$ cat config.mk
export PLATFORM = sky130hd
export DESIGN_NAME = ifetch_buf
export DESIGN_NICKNAME = d
export VERILOG_FILES = /design/src/rtl/ifetch_buf.sv
export SDC_FILE = /design/constraint.sdc
export NUM_CORES = 1
export LEC_CHECK = 0
export CORE_UTILIZATION = 49
export CTS_CLUSTER_SIZE = 8
export DETAILED_ROUTE_END_ITERATION = 7
export DONT_BUFFER_PORTS = 1
export HOLD_SLACK_MARGIN = 0.03
export PLACE_DENSITY = 0.64
export SLEW_MARGIN = 5
export SYNTH_ARGS = -nofsm -noshare
export SYNTH_HDL_FRONTEND = slang
export SYNTH_SLANG_ARGS = --single-unit
$ cat constraint.sdc
create_clock -name clk -period 3.68 [get_ports clk]
set_input_delay 0.184 -clock clk [delete_from_list [all_inputs] [get_ports clk]]
set_output_delay 0.184 -clock clk [all_outputs]
set_load 0.1 [all_outputs]
$ cat src/rtl/ifetch_buf.sv
// Instruction fetch buffer: show-ahead FIFO of (address, instruction) pairs
// between fetch and decode, with pipeline hold and redirect flush.
module ifetch_buf #(
  parameter int              XLEN     = 32,
  parameter int              DEPTH    = 4,
  parameter logic [XLEN-1:0] NOP_INST = XLEN'(32'h0000_0013)
) (
  input  logic                     clk,
  input  logic                     rst_n,
  input  logic                     in_valid_i,
  input  logic [XLEN-1:0]          in_addr_i,
  input  logic [XLEN-1:0]          in_inst_i,
  output logic                     in_ready_o,
  output logic                     out_valid_o,
  output logic [XLEN-1:0]          out_addr_o,
  output logic [XLEN-1:0]          out_inst_o,
  input  logic                     out_ready_i,
  input  logic                     hold_i,
  input  logic                     flush_i,
  output logic [$clog2(DEPTH):0]   count_o
);

  localparam int PW = $clog2(DEPTH);
  localparam int CW = PW + 1;

  logic [XLEN-1:0] r_addr_mem [DEPTH];
  logic [XLEN-1:0] r_inst_mem [DEPTH];
  logic [PW-1:0]   r_wptr;
  logic [PW-1:0]   r_rptr;
  logic [CW-1:0]   r_count;

  logic w_push;
  logic w_pop;

  // Full blocks pushes even when a pop frees a slot in the same cycle.
  assign in_ready_o  = (r_count < CW'(DEPTH));
  assign out_valid_o = (r_count != '0);
  assign w_push      = in_valid_i & in_ready_o & ~flush_i;
  assign w_pop       = out_valid_o & out_ready_i & ~hold_i & ~flush_i;

  assign out_addr_o  = out_valid_o ? r_addr_mem[r_rptr] : '0;
  assign out_inst_o  = out_valid_o ? r_inst_mem[r_rptr] : NOP_INST;
  assign count_o     = r_count;

  // Storage holds no reset; validity is tracked by the count alone.
  always_ff @(posedge clk) begin
    if (w_push) begin
      r_addr_mem[r_wptr] <= in_addr_i;
      r_inst_mem[r_wptr] <= in_inst_i;
    end
  end

  always_ff @(posedge clk or negedge rst_n) begin
    if (!rst_n) begin
      r_wptr  <= '0;
      r_rptr  <= '0;
      r_count <= '0;
    end else if (flush_i) begin
      r_wptr  <= '0;
      r_rptr  <= '0;
      r_count <= '0;
    end else begin
      if (w_push) r_wptr <= r_wptr + PW'(1);
      if (w_pop)  r_rptr <= r_rptr + PW'(1);
      case ({w_push, w_pop})
        2'b10:   r_count <= r_count + CW'(1);
        2'b01:   r_count <= r_count - CW'(1);
        default: r_count <= r_count;
      endcase
    end
  end

endmodule

Word-level counts from Yosys, hierarchy flattened
Memories as Yosys holds them, arrays and structs flattened.
Cells that the tools add are included.
{"block": "word_totals", "elab_cells": 33, "out_inout_bits": 69, "register_bits": 7, "n_memories": 2, "ramBits": 256, "inputBits": 70}
{"name": "r_addr_mem", "depth": 4, "width": 32, "rd": 1, "rd_clocked_by_memory_dff": 0, "wr": 1, "line_no": "26", "rtl": "logic [XLEN-1:0] r_addr_mem [DEPTH];"}
{"name": "r_inst_mem", "depth": 4, "width": 32, "rd": 1, "rd_clocked_by_memory_dff": 0, "wr": 1, "line_no": "27", "rtl": "logic [XLEN-1:0] r_inst_mem [DEPTH];"}
{"block": "classes", "n_reduce_logical": 4, "muxes": 10, "add_sub_neg": 4, "eq_ne": 2, "magnitude_cmp": 1, "n_bitwise": 7}
{"op": "two-way mux 32 bit", "n": 2}
{"op": "two-way mux 2 bit", "n": 4}
{"op": "one-hot mux 3 bit (2 select lines)", "n": 1}
{"op": "nonzero test 3 bit", "n": 2}
{"op": "AND 1 bit", "n": 5}
{"op": "adder 2 x 1 -> 2 bit, second input constant", "n": 2}
{"op": "nonzero test 2 bit", "n": 2}
{"op": "adder 3 x 1 -> 3 bit, second input constant", "n": 1}
{"op": "less-than comparator 3 bit, second input constant", "n": 1}
{"op": "two-way mux 3 bit", "n": 1}
{"op": "subtractor 3 x 1 -> 3 bit, second input constant", "n": 1}
{"op": "equality test 2 x 1 -> 1 bit, second input constant", "n": 1}
{"op": "equality test 2 bit, second input constant", "n": 1}
{"op": "two-way mux 1 bit", "n": 2}
{"op": "inverter 1 bit", "n": 2}

Depth between registers and ports, before layout
Gate-level depths: netlist of run 1.
{"block": "logic_depth", "word_depth": 7, "ltp_mapped": 8, "depth_no_buf": 7}

Worst setup path after synthesis of run 1
Ideal clock, no wire load.
{"block": "synth_timing", "kind": "register to output", "startpoint": "reg r_count[2], in the netlist count_o[2]", "endpoint": "out out_inst_o[22]", "path_stages_with_launch": 5, "setup_slack_ps": 256, "arrival_time_ps": 3240, "n_path_buf": 1, "required_ps": 3496, "cell_sequence": "dfrtp_1 > nor3_2 > inv_1 > clkbuf_1 > and2_1"}
{"block": "synth_between", "elab_chain_cells": 2}
{"element": "start, declared", "line_no": "30", "rtl": "logic [CW-1:0] r_count;"}
{"element": "start signal, assigned", "line_no": "66", "rtl": "2'b10: r_count <= r_count + CW'(1);"}
{"element": "start signal, assigned", "line_no": "67", "rtl": "2'b01: r_count <= r_count - CW'(1);"}
{"element": "start signal, assigned", "line_no": "68", "rtl": "default: r_count <= r_count;"}
{"element": "nonzero test 3 bit", "line_no": "37", "rtl": "assign out_valid_o = (r_count != '0);"}
{"element": "named net out_valid_o", "line_no": "14", "rtl": "output logic out_valid_o,"}
{"element": "two-way mux 32 bit", "line_no": "42", "rtl": "assign out_inst_o = out_valid_o ? r_inst_mem[r_rptr] : NOP_INST;"}
{"element": "end, declared", "line_no": "16", "rtl": "output logic [XLEN-1:0] out_inst_o,"}
The timed path passes the listed nets, and every way through them passes these cells.

Worst setup path after layout of run 1
{"block": "layout_timing", "startpoint": "reg r_rptr[0]", "endpoint": "out out_addr_o[30]"}
{"block": "layout_between", "elab_chain_cells": 2}
{"element": "start, declared", "line_no": "29", "rtl": "logic [PW-1:0] r_rptr;"}
{"element": "start signal, assigned", "line_no": "64", "rtl": "if (w_pop) r_rptr <= r_rptr + PW'(1);"}
{"element": "memory read (4 x 32 bit)"}
{"element": "two-way mux 32 bit", "line_no": "41", "rtl": "assign out_addr_o = out_valid_o ? r_addr_mem[r_rptr] : '0;"}
{"element": "end, declared", "line_no": "15", "rtl": "output logic [XLEN-1:0] out_addr_o,"}
No other way between the ends.

==> results of run 1 <==
[routing by layer]
| layer | track usage | up-vias |
|---|---|---|
| met2 | 0.302 | 153 |
| li1 | - | 2179 |
| met4 | 0.0594 | 0 |
| met5 | 0 | - |
| met3 | 0.0491 | 30 |
| met1 | 0.245 | 2525 |
[flip-flops by register name, indices dropped and copies added (netlist names)]
| register | cells |
|---|---|
| count_o | 3 |
| r_addr_mem | 128 |
| r_inst_mem | 128 |
| r_rptr | 2 |
| r_wptr | 2 |
[worst reg2reg max path: stages, from the launching register on]
cell and delay (ns):
dfrtp_1 0.35, buf_4 0.24, nor2b_1 0.14, buf_4 0.17, nor2b_1 0.27, and2_4 0.85
[report_power, final]
group	internal [W]	switching, W	total [W]
Sequential	0.00341	0.0000565	0.00347
Combinational	0.000458	0.00149	0.00195
Clock	0.00188	0.00115	0.00303
[what timing repair did]
item | 4_1_cts | 5_1_grt
hold buffers | 69 | 0
endpoints found under the hold margin | 270 | 0
endpoints found under the setup margin | 0 | 0
[worst max path at each step]
| stage | from | endpoint | slack (ns) | depth (start not counted) |
|---|---|---|---|---|
| final | r_rptr[0]$_DFFE_PN0P_ | out_addr_o[30] | 0.66 | 4 |
| after global routing | r_rptr[0]$_DFFE_PN0P_ | out_inst_o[13] | 0.45 | 4 |
| after CTS | r_rptr[0]$_DFFE_PN0P_ | out_inst_o[13] | 0.56 | 4 |
| after detailed placement | r_rptr[0]$_DFFE_PN0P_ | out_inst_o[13] | 1.09 | 4 |
| after global placement | r_rptr[0]$_DFFE_PN0P_ | out_addr_o[30] | 1.10 | 4 |
| after floorplan | count_o[2]$_DFFE_PN0P_ | out_inst_o[22] | 0.26 | 4 |
[layout by cell type (no fill, tap or decap), drive strengths merged, types with 2 or more instances in the layout]
master / synthesis / routed
ha: 4 / 4
nor2b: 4 / 4
a21oi: 4 / 4
edfxtp: 256 / 256
clkbuf: 9 / 52
nand2b: 3 / 3
buf: 14 / 73
nor2: 5 / 5
dlygate4sd3: 0 / 69
or2: 3 / 3
inv: 4 / 6
mux4: 64 / 64
dfrtp: 7 / 7
o21ai: 3 / 3
and2: 65 / 65
nor3: 2 / 2
[through the flow]
step | utilization | power (W)
global route | 0.625 | 0.00869
finish | 0.625 | 0.00844
global placement | 0.540 | 0.00538
detailed placement | 0.540 | 0.00540
floorplan | - | 0.00504
CTS | 0.625 | 0.00851
[cell type report]
type	instances	area share
timing repair buffer	142	0.101
inverter	4	0.00118
tap	270	0.0266
antenna	1	0.000197
sequential	263	0.620
clock inverter	3	0.00266
multi-input combinational	169	0.169
clock buffer	52	0.0791
[cell families (layout without fill, tap and decap cells)]
logic type | Yosys count | after routing
other cells | 0 | 1
buf+inv | 27 | 201
compound gates | 9 | 9
xor+xnor | 2 | 2
simple gates | 87 | 87
mux | 66 | 66
flops | 263 | 263
fa+ha+maj | 5 | 5
==> flow_summary.json, run 1 <==
{
  "status": "completed",
  "syn-num-nets": 534,
  "met1_length_mm": 7.95,
  "regArea_mm2": 0.00787,
  "cts-htree-levels": 2,
  "cts_buffer_depth": 3,
  "crit_slowest_cell": "dfrtp_4",
  "rsz0062_at_grt": "false",
  "hp-start": "out_ready_i",
  "tightest_slew_ns": 0.991,
  "synth.area.top_cells": "edfxtp_1 75%, mux4_2 14%, and2_1 4.0%, dfrtp_1 1.7%, buf_12 0.79%",
  "cp-start-kind": "flip-flop",
  "maxCapViolCount": 0,
  "fin_crit_sh": 0.821,
  "die_area_mm2": 0.0214,
  "wl_met2_mm": 9.37,
  "grt_pass1_wl_mm": 29.9,
  "slew_headroom": 0.339,
  "worstPathCellList": "buf_12, mux4_2, and2_1, buf_4",
  "finalSetupTns_ns": 0,
  "fin_skew_ns": 0.0123,
  "yosysTopAreaCellShare": 0.755,
  "clk_pin_slew_ns": 0.05,
  "hold_slack_ns": 0.0901,
  "ys_seq_area_frac": 0.772,
  "drv_slew": 0,
  "worst_slack_ns": 0.658,
  "synth.most_common_cell": "edfxtp_1",
  "routedWlPerCell_um": 20.8,
  "drtAntennaViolNets": 0,
  "avgSynthCellArea_um2": 22.2,
  "place_hpwl_mm": 10.5,
  "drt-total-wl_mm": 18.8,
  "crit_buf_inv": 2,
  "synth_warnings": 0,
  "dieHeight_um": 146,
  "cellLeakagePower_nw": 4.23,
  "grt_usage": 0.185,
  "highest_layer": "met4",
  "cts_tree": "yes",
  "initial_core_util": 0.502,
  "wl_met3_mm": 1.09,
  "preCtsSetupSlack_ns": 1.09,
  "cp_data_arrival_time_ns": 2.84,
  "critPathCaptureType": "primary output",
  "r2r_setup_slack_ns": 1.22,
  "synth_xor_area_frac": 0.00172,
  "drtPass1Iterations": 4,
  "core_mm2": 0.0203,
  "numCtsBuffers": 38,
  "synth_edf_count": 256,
  "synthMuxAreaShare": 0.144,
  "holdPathEnd": "r_rptr[0]$_DFFE_PN0P_",
  "num-nets-final": 693,
  "setup_violations": 0,
  "synthDistinctLibCells": 31,
  "ir_drop_v": 0.000493,
  "vias": 4887,
  "yosys-top-cells-count": "256 x edfxtp_1, 65 x and2_1, 64 x mux4_2, 9 x clkbuf_1",
  "die_width_um": 146,
  "synth_async_sr_flop_share": 0.0266,
  "synth_compound_area_frac": 0.00528,
  "slowest_delay_ns": 1.04,
  "r2r_cells": 5,
  "crit_family": "flip-flops",
  "whs_path_depth": 3,
  "place_congestion": 0.725,
  "power.density_mw_per_mm2": 665,
  "dp.cells": 779,
  "grt_max_degree": 65,
  "post_cts_resized": 0,
  "layout-drive-gt1-share": 0.295,
  "drtIter0Drc": 277,
  "syn_area_mm2": 0.0102,
  "synth_adder_area_share": 0.00688,
  "hold_viol_final": 0,
  "synth_flop_cell": "edfxtp_1",
  "drc": 0,
  "ios": 139,
  "fin_cells": 904,
  "crit_type": "reg2out",
  "grt_overflow": 0,
  "grt_pass1_vias": 5371,
  "place_area_mm2": 0.0110,
  "synthSimpleGateAreaFrac": 0.0522,
  "antenna_found_initial": 1,
  "nFillCells": 1441,
  "fin_area_mm2": 0.0127,
  "min_period_ns": 3.02,
  "max_freq_mhz": 331,
  "rr_endpoint": "r_addr_mem[2][2]$_DFFE_PP_",
  "numPortBuffers": 0,
  "row_count": 52,
  "via_per_inst": 5.41,
  "area_delta_synth_final_pct": 24.5,
  "r2r_start": "count_o[2]$_DFFE_PN0P_",
  "yosys_register_bits": 263,
  "multi_input_area_mm2": 0.00215,
  "syn-instance-count": 459,
  "cp.required_ns": 3.50,
  "postCtsSetupBuffers": 0,
  "yosysTopAreaCell": "edfxtp_1",
  "cts_sinks": 263,
  "insertion_delay_ns": 0.50,
  "min_path_type": "in2reg",
  "root_buffer": "clkbuf_16",
  "synth_top_family_by_area": "multiplexers",
  "critical_path.max_fanout": 48
}
No activity file was read; power rests on OpenSTA's default activity.
==> run 2, diff against run 1 <==
- clock period: 3.68 -> 2.8 ns (I/O delays scaled with it)
==> flow_summary.json, run 2 (synthesis gave the netlist of run 1 again) <==
{
  "status": "completed",
  "clk_pin_slew_ns": 0.05,
  "finalCoreUtilization": 0.677,
  "cts_buffer_depth": 3,
  "area_delta_synth_final_pct": 34.8,
  "rr_endpoint": "count_o[2]$_DFFE_PN0P_",
  "seq_power_share": 0.384,
  "hold_slack_ns": 0.0526,
  "p_int_w": 0.00812,
  "core_mm2": 0.0203,
  "fin_skew_ns": 0.0113,
  "dieHeight_um": 146,
  "die_area_mm2": 0.0214,
  "worst_slack_ns": 0.153,
  "layout-drive-gt1-share": 0.335,
  "numCtsBuffers": 38,
  "whs_path_depth": 4,
  "cp.required_ns": 3.24,
  "fin_crit_sh": 0.945,
  "cts_tree": "yes",
  "min_period_ns": 2.65,
  "power.density_mw_per_mm2": 860,
  "ir_drop_v": 0.000664,
  "num-nets-final": 716,
  "hold_viol_final": 0,
  "root_buffer": "clkbuf_16",
  "r2r_setup_slack_ns": 0.15,
  "drv_slew": 0,
  "tightest_slew_ns": 0.666,
  "drt-total-wl_mm": 20.9,
  "pwr-share-comb": 0.274,
  "grt_pass1_vias": 5649,
  "routedWlPerCell_um": 22.5,
  "cp-start-kind": "flip-flop",
  "grt_overflow": 0,
  "insertion_delay_ns": 0.50,
  "initial_core_util": 0.502,
  "min_path_type": "in2reg",
  "mostFrequentLayoutCells": "256 x edfxtp_1, 70 x dlygate4sd3_1, 69 x buf_12",
  "drtIter0Drc": 362,
  "numPortBuffers": 0,
  "preCtsSetupSlack_ns": 0.571,
  "row_count": 52,
  "r2r_start": "count_o[2]$_DFFE_PN0P_",
  "setup_violations": 0,
  "place_hpwl_mm": 11.9,
  "cp_data_arrival_time_ns": 3.09,
  "place_congestion": 0.774,
  "finalSetupTns_ns": 0,
  "via_per_inst": 5.50,
  "cellLeakagePower_nw": 4.58,
  "antenna_found_initial": 2,
  "grt_max_degree": 42,
  "drtPass1Iterations": 4,
  "slew_headroom": 0.556,
  "cts_sinks": 263,
  "cts-htree-levels": 2,
  "p_switching_w": 0.00370,
  "critPathCaptureType": "flip-flop",
  "grt_pass1_wl_mm": 32.8,
  "drtAntennaViolNets": 0,
  "pwr-share-clk": 0.342,
  "drc": 0,
  "maxCapViolCount": 0,
  "crit_type": "reg2reg",
  "critical_path.max_fanout": 8,
  "hp-start": "out_ready_i",
  "vias": 5103,
  "max_freq_mhz": 378,
  "r2r_cells": 8,
  "die_width_um": 146,
  "ios": 139,
  "crit_start": "count_o[2]$_DFFE_PN0P_",
  "final_common_cell": "edfxtp_1",
  "holdPathEnd": "r_rptr[1]$_DFFE_PN0P_",
  "grt_usage": 0.205,
  "swShare": 0.313
}
-- run 2: cell types whose count changed in the layout (fill, tap and decap cells not counted), moves of 2 or more --
cell / change
and2_1: -9
and2_2: +9
buf_4: -45
buf_12: +66
inv_6: -2
-- run 2: repair_timing --
action | CTS | global route
endpoints found under the hold margin | 270 | 0
hold buffers | 70 | 0
buffers inserted | 0 | 1
endpoints found under the setup margin | 0 | 35
gates resized for setup | 0 | 3
-- run 2: metal layers --
layer	track usage	vias up	routed length, µm
met5	0	-	0
met4	0.0604	0	349
met3	0.0553	34	1400
met2	0.353	188	10900
met1	0.254	2665	8280
li1	-	2216	-
-- run 2: power by group through the flow --
stage / Clock, W / Sequential [W] / Combinational [W]
after detailed placement: 0 / 0.00462 / 0.00311
after global placement: 0 / 0.00461 / 0.00309
after global routing: 0.00430 / 0.00454 / 0.00334
after CTS: 0.00412 / 0.00455 / 0.00324
after floorplan: 0 / 0.00463 / 0.00200
final: 0.00404 / 0.00453 / 0.00324
-- run 2: area by class of cell --
| cell class | count | area (µm²) |
|---|---|---|
| inverter | 4 | 15.0 |
| multi-input combinational | 169 | 2170 |
| tap | 270 | 338 |
| antenna | 2 | 5.00 |
| fill | 1294 | 6560 |
| timing repair buffer | 165 | 2280 |
| clock buffer | 53 | 1030 |
| clock inverter | 2 | 32.5 |
| sequential | 263 | 7870 |
-- run 2: per-stage QoR --
step | std cells | power (W) | instance area, µm²
CTS | 925 | 0.0119 | 13700
detailed placement | 800 | 0.00772 | 11900
finish | 928 | 0.0118 | 13700
global route | 928 | 0.0122 | 13700
floorplan | 459 | 0.00663 | 10200
global placement | 800 | 0.00770 | 11900
-- run 2: worst max-delay path by stage --
stage / end / slack (ns) / cells past startpoint
global route: count_o[2]$_DFFE_PN0P_ / -0.05 / 10
global placement: out_inst_o[28] / 0.59 / 4
floorplan: r_addr_mem[0][0]$_DFFE_PP_ / 0.09 / 4
finish: count_o[2]$_DFFE_PN0P_ / 0.15 / 8
CTS: out_inst_o[22] / 0.009 / 4
detailed placement: out_addr_o[23] / 0.57 / 7
-- run 2: critical path, stage by stage (launching register included) --
cell and delay, ns:
dfrtp_1 0.40, buf_6 0.20, nor3_2 0.20, buf_4 0.18
nor4_2 0.07, fa_2 0.37, o41a_1 0.45, a21oi_1 0.15
dlygate4sd3_1 0.56
==> run 3, diff against run 2 <==
- CORE_UTILIZATION: 49 -> 25
- CTS_CLUSTER_SIZE: 8 -> not set
- PLACE_DENSITY: 0.64 -> 0.38
==> flow_summary.json, run 3 (synthesis gave the netlist of run 1 again) <==
{
  "hp-start": "out_ready_i",
  "worst_slack_ns": 0.161,
  "cp_data_arrival_time_ns": 3.10,
  "r2r_start": "count_o[2]$_DFFE_PN0P_",
  "place_area_mm2": 0.0119,
  "critical_path.max_fanout": 4,
  "grt_max_degree": 41,
  "top_usage_layer": "met2",
  "final_common_cell": "edfxtp_1",
  "cellLeakagePower_nw": 4.36,
  "place_congestion": 0.687,
  "cts-htree-levels": 1,
  "status": "completed",
  "preCtsSetupSlack_ns": 0.529,
  "vias": 4905,
  "crit_family": "compound AO/OA/AOI/OAI gates",
  "slowest_delay_ns": 0.57,
  "grt_use_met1": 0.146,
  "fin_crit_sh": 0.943,
  "min_path_type": "in2reg",
  "initial_core_util": 0.255,
  "hold_viol_final": 0,
  "critPathCaptureType": "flip-flop",
  "r2r_setup_slack_ns": 0.16,
  "core_mm2": 0.0400,
  "power.density_mw_per_mm2": 822,
  "rsz0062_at_grt": "false",
  "grt_util_met3": 0.0265,
  "p_total_w": 0.0112,
  "cts_tree": "yes",
  "drtAntennaViolNets": 0,
  "drt-total-wl_mm": 22.6,
  "drv_slew": 0,
  "grt_use_met2": 0.186,
  "insertion_delay_ns": 0.54,
  "layout-drive-gt1-share": 0.308,
  "crit_slowest_cell": "dlygate4sd3_1",
  "worstPathCellList": "nor2b_1, nor4_1, fa_1, o41a_1, dlygate4sd3_1, a21oi_1",
  "setup_violations": 0,
  "r2r_cells": 6,
  "dieHeight_um": 204,
  "via_per_inst": 4.23,
  "ios": 139,
  "cts_buffer_depth": 3,
  "grt_pass1_wl_mm": 34.7,
  "holdPathEnd": "count_o[1]$_DFFE_PN0P_",
  "whs_path_depth": 4,
  "slew_headroom": 0.636,
  "grt_usage": 0.112,
  "numCtsBuffers": 29,
  "die_area_mm2": 0.0416,
  "maxCapViolCount": 0,
  "rr_endpoint": "count_o[2]$_DFFE_PN0P_",
  "drtPass1Iterations": 4,
  "crit_buf_inv": 1,
  "fin_skew_ns": 0.0151,
  "cp-start-kind": "flip-flop",
  "finalSetupTns_ns": 0,
  "tightest_slew_ns": 0.549,
  "root_buffer": "clkbuf_16",
  "area_delta_synth_final_pct": 33.1,
  "die_width_um": 204,
  "mostFrequentLayoutCells": "256 x edfxtp_1, 72 x dlygate4sd3_1, 64 x mux4_2",
  "ir_drop_v": 0.000417,
  "num-nets-final": 690,
  "antenna_cells": 0,
  "max_freq_mhz": 379,
  "cp.required_ns": 3.26,
  "fin_area_mm2": 0.0136,
  "cts_sinks": 263,
  "antenna_found_initial": 1,
  "row_count": 73,
  "numPortBuffers": 0,
  "grt_overflow": 0,
  "clk_pin_slew_ns": 0.06,
  "crit_type": "reg2reg",
  "grt_pass1_vias": 5585,
  "routedWlPerCell_um": 19.5,
  "drtIter0Drc": 172,
  "place_hpwl_mm": 13.7,
  "drc": 0,
  "min_period_ns": 2.64
}
-- run 3: per-stage QoR --
step,std cells,utilization,hold WS [ns]
floorplan,459,-,-0.156
global placement,1036,0.298,-0.155
detailed placement,1036,0.298,-0.155
CTS,1159,0.339,0.0698
global route,1159,0.339,0.125
finish,1159,0.339,0.116
-- run 3: worst max-delay path by stage --
stage | start | endpoint | slack [ns] | cells past startpoint
2_1_floorplan | count_o[2]$_DFFE_PN0P_ | r_addr_mem[0][0]$_DFFE_PP_ | 0.09 | 4
3_5_place_dp | count_o[0]$_DFFE_PN0P_ | out_inst_o[28] | 0.53 | 4
6_report | count_o[2]$_DFFE_PN0P_ | count_o[2]$_DFFE_PN0P_ | 0.16 | 6
5_1_grt | count_o[0]$_DFFE_PN0P_ | count_o[2]$_DFFE_PN0P_ | 0.003 | 6
4_1_cts | count_o[0]$_DFFE_PN0P_ | out_inst_o[28] | 0.09 | 4
3_3_place_gp | r_rptr[0]$_DFFE_PN0P_ | out_inst_o[23] | 0.59 | 3
-- run 3: final cells by class --
cell class	count	area (µm²)
inverter	4	20.0
sequential	263	7870
clock inverter	15	144
clock buffer	35	748
tap	525	657
fill	3819	26400
timing repair buffer	148	1960
multi-input combinational	169	2160
-- run 3: what timing repair did --
| action | in CTS | in global routing |
|---|---|---|
| setup buffers | 1 | 0 |
| setup endpoints to repair | 39 | 40 |
| endpoints found under the hold margin | 270 | 0 |
| hold buffers | 72 | 0 |
| gates resized for setup | 1 | 1 |
-- run 3: power breakdown --
group	leakage (nW)	switching (W)	internal, W
sequential	2.41	0.0000543	0.00447
combinational	1.51	0.00210	0.000942
clock	0.434	0.00144	0.00215
total	4.36	0.00359	0.00756
-- run 3: tightest hold or removal path, delay by kind of cell --
kind	cells	cell delay [ns]
compound gates	2	0.22
mux	1	0.13
simple gates	1	0.12
-- run 3: layer usage --
layer / share of wire / vias to the layer above / routed length [µm]
met5: 0 / - / 0
met2: 0.49 / 121 / 11000
met4: 0.020 / 0 / 460
li1: - / 2173 / -
met3: 0.057 / 30 / 1290
met1: 0.44 / 2581 / 9830
